File: src/rtl/my_onehot_decoder.sv
// Index-to-one-hot decoder behind a 2-entry (output + skid) elastic buffer,
// with a sticky visited mask and a saturating accepted-transfer counter.
module my_onehot_decoder #(
    parameter int   IN_WIDTH  = 6,
    parameter int   OUT_WIDTH = 48,
    parameter logic ACTIVE    = 1'b0
) (
    input  logic                 clk,
    input  logic                 rst,
    input  logic                 in_valid,
    output logic                 in_ready,
    input  logic [IN_WIDTH-1:0]  in_index,
    input  logic                 in_invalid,
    output logic                 out_valid,
    input  logic                 out_ready,
    output logic [OUT_WIDTH-1:0] out,
    output logic                 out_error,
    input  logic                 clear,
    output logic [OUT_WIDTH-1:0] visited,
    output logic [15:0]          xfer_count
);

    localparam int unsigned OUT_W = OUT_WIDTH;

    typedef enum logic [1:0] {
        ST_EMPTY = 2'd0,
        ST_OUT   = 2'd1,
        ST_FULL  = 2'd2
    } state_t;

    state_t state;
    state_t state_next;

    logic                 accept;
    logic                 load_out_in;
    logic                 load_out_skid;
    logic                 load_skid;

    logic                 in_range;
    logic                 dec_sel;
    logic                 dec_err;
    logic [OUT_WIDTH-1:0] dec_vec;
    logic [OUT_WIDTH-1:0] hit_vec;

    logic [OUT_WIDTH-1:0] skid_vec;
    logic                 skid_err;

    logic [OUT_WIDTH-1:0] visited_base;
    logic [OUT_WIDTH-1:0] visited_next;
    logic [15:0]          count_base;
    logic [15:0]          count_next;

    assign accept = in_valid & in_ready;

    always_comb begin
        in_range = (32'(in_index) < OUT_W);
        dec_sel  = ~in_invalid & in_range;
        dec_err  = ~in_invalid & ~in_range;
        dec_vec  = {OUT_WIDTH{~ACTIVE}};
        hit_vec  = '0;
        for (int unsigned i = 0; i < OUT_W; i++) begin
            if (dec_sel && (32'(in_index) == i)) begin
                dec_vec[i] = ACTIVE;
                hit_vec[i] = 1'b1;
            end
        end
    end

    // Skid can only fill while the output stage holds undelivered data, so
    // ST_FULL always implies the output stage is occupied as well.
    always_comb begin
        state_next    = state;
        load_out_in   = 1'b0;
        load_out_skid = 1'b0;
        load_skid     = 1'b0;
        unique case (state)
            ST_EMPTY: begin
                if (accept) begin
                    load_out_in = 1'b1;
                    state_next  = ST_OUT;
                end
            end
            ST_OUT: begin
                if (out_ready) begin
                    if (accept) begin
                        load_out_in = 1'b1;
                    end else begin
                        state_next = ST_EMPTY;
                    end
                end else if (accept) begin
                    load_skid  = 1'b1;
                    state_next = ST_FULL;
                end
            end
            ST_FULL: begin
                if (out_ready) begin
                    load_out_skid = 1'b1;
                    state_next    = ST_OUT;
                end
            end
            default: state_next = ST_EMPTY;
        endcase
    end

    // Handshake outputs are flopped from the next-state decode so neither
    // depends combinationally on the current cycle's inputs.
    always_ff @(posedge clk or posedge rst) begin
        if (rst) begin
            state     <= ST_EMPTY;
            in_ready  <= 1'b1;
            out_valid <= 1'b0;
        end else begin
            state     <= state_next;
            in_ready  <= (state_next != ST_FULL);
            out_valid <= (state_next != ST_EMPTY);
        end
    end

    always_ff @(posedge clk or posedge rst) begin
        if (rst) begin
            out       <= {OUT_WIDTH{~ACTIVE}};
            out_error <= 1'b0;
            skid_vec  <= {OUT_WIDTH{~ACTIVE}};
            skid_err  <= 1'b0;
        end else begin
            if (load_out_skid) begin
                out       <= skid_vec;
                out_error <= skid_err;
            end else if (load_out_in) begin
                out       <= dec_vec;
                out_error <= dec_err;
            end
            if (load_skid) begin
                skid_vec <= dec_vec;
                skid_err <= dec_err;
            end
        end
    end

    always_comb begin
        visited_base = clear ? '0 : visited;
        count_base   = clear ? '0 : xfer_count;
        visited_next = visited_base;
        count_next   = count_base;
        if (accept) begin
            visited_next = visited_base | hit_vec;
            if (count_base != 16'hFFFF) begin
                count_next = count_base + 16'd1;
            end
        end
    end

    always_ff @(posedge clk or posedge rst) begin
        if (rst) begin
            visited    <= '0;
            xfer_count <= '0;
        end else begin
            visited    <= visited_next;
            xfer_count <= count_next;
        end
    end

endmodule

File: config.mk
export PLATFORM = sky130hd
export DESIGN_NAME = my_onehot_decoder
export DESIGN_NICKNAME = d
export VERILOG_FILES = /design/src/rtl/my_onehot_decoder.sv
export SDC_FILE = /design/constraint.sdc
export NUM_CORES = 1
export LEC_CHECK = 0
export CAP_MARGIN = 20
export CORE_ASPECT_RATIO = 0.7
export CORE_MARGIN = 2
export CORE_UTILIZATION = 40
export DETAILED_ROUTE_END_ITERATION = 6
export DONT_BUFFER_PORTS = 1
export HOLD_SLACK_MARGIN = 0.06
export PLACE_DENSITY = 0.55
export SYNTH_ARGS = -nofsm -noshare
export SYNTH_HDL_FRONTEND = slang
export SYNTH_SLANG_ARGS = --single-unit
File: constraint.sdc
create_clock -name clk -period 11.2 [get_ports clk]
set_input_delay 0.56 -clock clk [delete_from_list [all_inputs] [get_ports clk]]
set_output_delay 0.56 -clock clk [all_outputs]
set_load 0.05 [all_outputs]
### After elaboration in Yosys (flattened, before gate mapping)

Index checks and enable logic that the tools add are counted.

| storage, ports and cells | value |
|---|---|
| output and inout bits | 115 |
| word-level logic and storage cells | 238 |
| input port bits | 12 |
| flip-flop bits (word level) | 166 |

| cells by class | value |
|---|---|
| equal/unequal tests | 51 |
| bitwise gates (word level) | 6 |
| magnitude comparators | 1 |
| reduce and logical (&&, ||, !) cells | 52 |
| $add $sub $neg | 1 |
| multiplexer cells | 118 |

Operators with widths:

| kind | number |
|---|---|
| two-way mux 48 bit | 4 |
| two-way mux 1 bit | 104 |
| == test 6 x 5 -> 1 bit (second input constant) | 16 |
| == test 6 bit (second input constant) | 16 |
| == test 6 x 4 -> 1 bit (second input constant) | 8 |
| logical AND 1 bit | 48 |
| two-way mux 16 bit | 3 |
| bitwise OR 48 bit | 1 |
| == test 6 x 3 -> 1 bit (second input constant) | 4 |
| adder 16 x 1 -> 16 bit (second input constant) | 1 |
| inequality test 16 bit (second input constant) | 1 |
| == test 6 x 2 -> 1 bit (second input constant) | 2 |
| two-way mux 2 bit | 5 |
| == test 6 x 1 -> 1 bit (second input constant) | 1 |
| zero test 6 bit | 1 |
| less-than comparator 6 bit (second input constant) | 1 |
| one-hot mux 2 bit (3 select lines) | 1 |
| nonzero test 2 bit | 2 |
| AND 1 bit | 3 |
| == test 2 x 1 -> 1 bit (second input constant) | 1 |
| == test 2 bit (second input constant) | 1 |
| zero test 2 bit | 1 |
| inequality test 2 bit (second input constant) | 1 |
| NOT 1 bit | 2 |
| one-hot mux 1 bit (2 select lines) | 1 |

### Logic depth before layout (Yosys ltp)

| depth | value |
|---|---|
| word-level depth | 6 |
| gate-level depth with buffers | 9 |
| gate-level depth less buffers | 6 |

### Worst setup path after synthesis

No wires, ideal clock.

| path | value |
|---|---|
| path type | input port to flip-flop |
| from | input clear |
| to | register xfer_count[9] |
| path buffers | 3 |
| arrival time | 2.269 ns |
| path slack | 8.803 ns |
| setup time | 0.128 ns |
| data required time | 11.072 ns |
| stages | 9 |
| path through | buf_6 -> clkbuf_1 -> nor2b_1 -> ha_1 -> and2_1 -> and2_4 -> buf_2 -> a211oi_1 -> mux2_1 |

| on the way | value |
|---|---|
| word-level cells in the longest chain between the ends | 4 |
| elaborated cells on any way between the ends | 5 |
| those cells by class | add/sub: 1; eq/ne: 1; mux: 3 |

RTL lines:

| what | RTL line | RTL |
|---|---|---|
| start, declared | 18 | `input logic clear,` |
| two-way mux 16 bit * | 142 | `count_base = clear ? '0 : xfer_count;` |
| adder 16 x 1 -> 16 bit or inequality test 16 bit (tied branches) | 148, 147 |  |
| two-way mux 16 bit | 147 | `if (count_base != 16'hFFFF) begin` |
| two-way mux 16 bit * | 145 | `if (accept) begin` |
| via count_next[9] | 51 | `logic [15:0] count_next;` |
| end signal, assigned | 159 | `xfer_count <= count_next;` |
| end, declared | 20 | `output logic [15:0] xfer_count` |

Mark *: on every way through the listed nets, which the timed path passes. The rest lies on a longest branch.
A chain may end at the register's enable or synchronous reset.

### Final worst setup path

| path | value |
|---|---|
| from | register in_ready |
| to | register out[31] |

| on the way | value |
|---|---|
| word-level cells in the longest chain between the ends | 5 |

RTL lines:

| what | RTL line | RTL |
|---|---|---|
| start, declared | 11 | `output logic in_ready,` |
| start signal, assigned | 114 | `in_ready <= (state_next != ST_FULL);` |
| AND 1 bit * | 53 | `assign accept = in_valid & in_ready;` |
| two-way mux 1 bit * | 78, 85 |  |
| two-way mux 1 bit | 84 | `if (out_ready) begin` |
| one-hot mux 1 bit (2 select lines) * | 76 | `unique case (state)` |
| nonzero test 2 bit (no line) * | -- |  |
| end signal, assigned | 121 | `out <= {OUT_WIDTH{~ACTIVE}};` |
| end signal, assigned | 127 | `out <= skid_vec;` |
| end signal, assigned | 130 | `out <= dec_vec;` |
| end, declared | 16 | `output logic [OUT_WIDTH-1:0] out,` |

Every way passes the cells marked *; elsewhere a longest branch is shown, timed or not.

==> impl_metrics.json <==
{
  "outcome": "finished with violations",
  "violations": "DRC",
  "peakVddDrop_mv": 0.108,
  "coreArea_mm2": 0.0182,
  "die_w_um": 167,
  "multi_input_area_mm2": 0.00276,
  "grt_pass1_wl_um": 30500,
  "post_cts_resized": 0,
  "grt_use_met2_pct": 29.5,
  "r2r_start": "in_ready",
  "grt_pass1_vias": 5111,
  "ys_seq_area_share_pct": 57.1,
  "ys_warn_count": 0,
  "finalClockSkew_ns": 0.00863,
  "async_flop_share_pct": 100,
  "grt.busiest_layer": "met2",
  "rr_worst_depth": 7,
  "fin_crit_ns": 2.57,
  "drive_gt1_share_pct": 23.6,
  "post-dp-hpwl_um": 12200,
  "cp-end-kind": "flop",
  "grt_max_degree": 98,
  "hold_viol": 0,
  "r2r_setup_slack_ns": 8.63,
  "synthesis.area_mm2": 0.00748,
  "leakagePower_nw": 3.21,
  "ys_seq_elements": 166,
  "utilization_pct": 45.6,
  "synth_edf_count": 0,
  "synthFlopType": "dfstp_2",
  "place_area_mm2": 0.00765,
  "vias": 5279,
  "worst_slew_pin_slew_ns": 1.10,
  "row_count": 41,
  "fin_hold_ws_ns": 0.124,
  "seq_area_mm2": 0.00428,
  "cp-start-kind": "flop",
  "drc": 10,
  "fin_area_mm2": 0.00828,
  "gr-usage-met3_pct": 7.54,
  "finalNetCount": 699,
  "synth_nets": 733,
  "postSynthCellCount": 720,
  "hold_buffers": 0,
  "clock.fmax_mhz": 389,
  "detail-route-antenna-nets": 0,
  "drt-pass1-iter-count": 6,
  "drv_cap": 0,
  "overflow": 0,
  "numCtsBuffers": 17,
  "slowest_stage": "dfstp_2",
  "hold_class": "input port to async pin",
  "arrival_ns": 2.91,
  "area_delta_synth_final_pct": 10.7,
  "slew_headroom_pct": 26.2,
  "grt_setup_unrepaired": "no",
  "post_cts_buffers": 0,
  "cts_max_level": 4,
  "cp.required_ns": 11.54,
  "fill_cells": 1722,
  "max_stage_delay_ns": 0.71,
  "wirelength_um": 19400,
  "crit_top_cell": "buf_4",
  "slew_viol_final": 0,
  "r2r-end": "out[31]",
  "cts.path.max_buffers": 2,
  "clk_pin_slew_ns": 0.06,
  "grt_use_met1_pct": 27.6,
  "clock_latency_ns": 0.42,
  "gp_congestion": 0.784,
  "dieHeight_um": 118,
  "wl_per_cell_um": 20.8,
  "die_area_mm2": 0.0198,
  "io_buffers": 0,
  "synth_cell_types": 57,
  "p_per_area_mw_per_mm2": 242,
  "io_pins": 127,
  "worstPathMaxFanout": 30,
  "clock_sinks": 166,
  "path_class": "flop to flop",
  "syn_area_per_cell_um2": 10.4,
  "setup_viol": 0,
  "worstPathCellList": "nand2_1 > buf_4 > nor3_2 > buf_4 > nor2_1 > buf_4 > a221o_1",
  "track_usage_pct": 20.0,
  "start_util_pct": 41.2,
  "antenna_found_initial": 0,
  "first_iter_violations": 419,
  "finalSetupTns_ns": 0,
  "finalCritPeriodShare_pct": 22.9,
  "viasPerCell": 5.65,
  "antenna_cells": 0,
  "cts_tree": "yes",
  "clock-root-buffer": "clkbuf_16"
}
logic make-up (layout without fill, tap and decap cells):
kind of cell	count (synthesis)	in the layout	synth area share, %
simple gates	204	204	14.6
buf+inv	121	100	6.64
xor+xnor	4	4	0.468
fa+ha+maj	1	1	0.167
flops	166	166	57.1
compound gates	187	187	15.9
mux	37	37	5.07
flip-flops by register name, summed over array words and instances (netlist names):
register,count
in_ready,1
out,48
out_error,1
out_valid,1
skid_err,1
skid_vec,48
state,2
visited,48
xfer_count,16
worst max-delay path: cells and delay by family (launching register included):
family / cells / cell delay, ns
simple gates: 3 / 0.42
compound gates: 1 / 0.32
buf+inv: 3 / 1.01
flops: 1 / 0.71
cells in the mapped netlist, types with 5 or more instances:
master / number / area (um2)
o21ai_1: 36 / 180
clkbuf_1: 44 / 165
nor3_1: 5 / 25.0
mux2i_1: 30 / 300
a221o_1: 21 / 210
inv_1: 52 / 195
buf_2: 16 / 80.1
o21ai_0: 13 / 65.1
nand2_1: 60 / 225
nand3_1: 24 / 120
dfrtp_1: 69 / 1730
nor2_1: 59 / 221
a31oi_1: 49 / 307
o22ai_1: 28 / 175
nand2b_1: 5 / 31.3
mux2_1: 7 / 78.8
nor4bb_1: 5 / 50.1
nor2b_1: 8 / 50.1
dfstp_2: 97 / 2550
a21oi_1: 29 / 145
how the worst max path moves through the flow:
| stage | from | end |
|---|---|---|
| after floorplan | rst | out_error |
| after global placement | in_ready | out[31] |
| after detailed placement | in_ready | out[47] |
| after CTS | in_ready | out[31] |
| after global routing | in_ready | out[47] |
| final | in_ready | out[31] |
layout by cell type (no fill, tap or decap), types with 5 or more instances in the layout:
master and n:
dfrtp_1 69, nand2_1 60, nor2b_1 8, o22ai_1 28, mux2i_1 30, inv_1 51, dfstp_2 97, nor2_1 58
mux2_1 7, a31oi_1 49, nand3_1 24, a221o_1 21, o21ai_0 13, nand2b_1 5, o21ai_1 36, buf_4 15
clkbuf_16 19, a21oi_1 29
layout make-up:
type / instances / share of cell area [%]
repair buffers: 15 / 1.36
clock buffers: 24 / 6.21
multi-input cells: 433 / 33.3
clock inverters: 8 / 1.42
inverters: 53 / 2.46
flip-flops and latches: 166 / 51.6
well taps: 236 / 3.57
metrics by stage:
stage          cells  worst slack (ns)  power [mW]
2_1_floorplan    720              6.31        1.31
3_3_place_gp     902              8.68        1.38
3_5_place_dp     903              8.64        1.39
4_1_cts          935              8.63        2.02
5_1_grt          935              8.53        2.08
6_report         935              8.63        2.00
layer usage:
metal / part of all wire (%) / wire length, um
met5: 0 / 0
met2: 44 / 8520
met4: 1.1 / 211
met3: 7.8 / 1520
met1: 47 / 9160
power by group:
part           internal [mW]  switching (mW)
Combinational         0.0985           0.138
Clock                  0.388           0.233
Sequential             0.774           0.371
(Power assumes the default switching activity.)
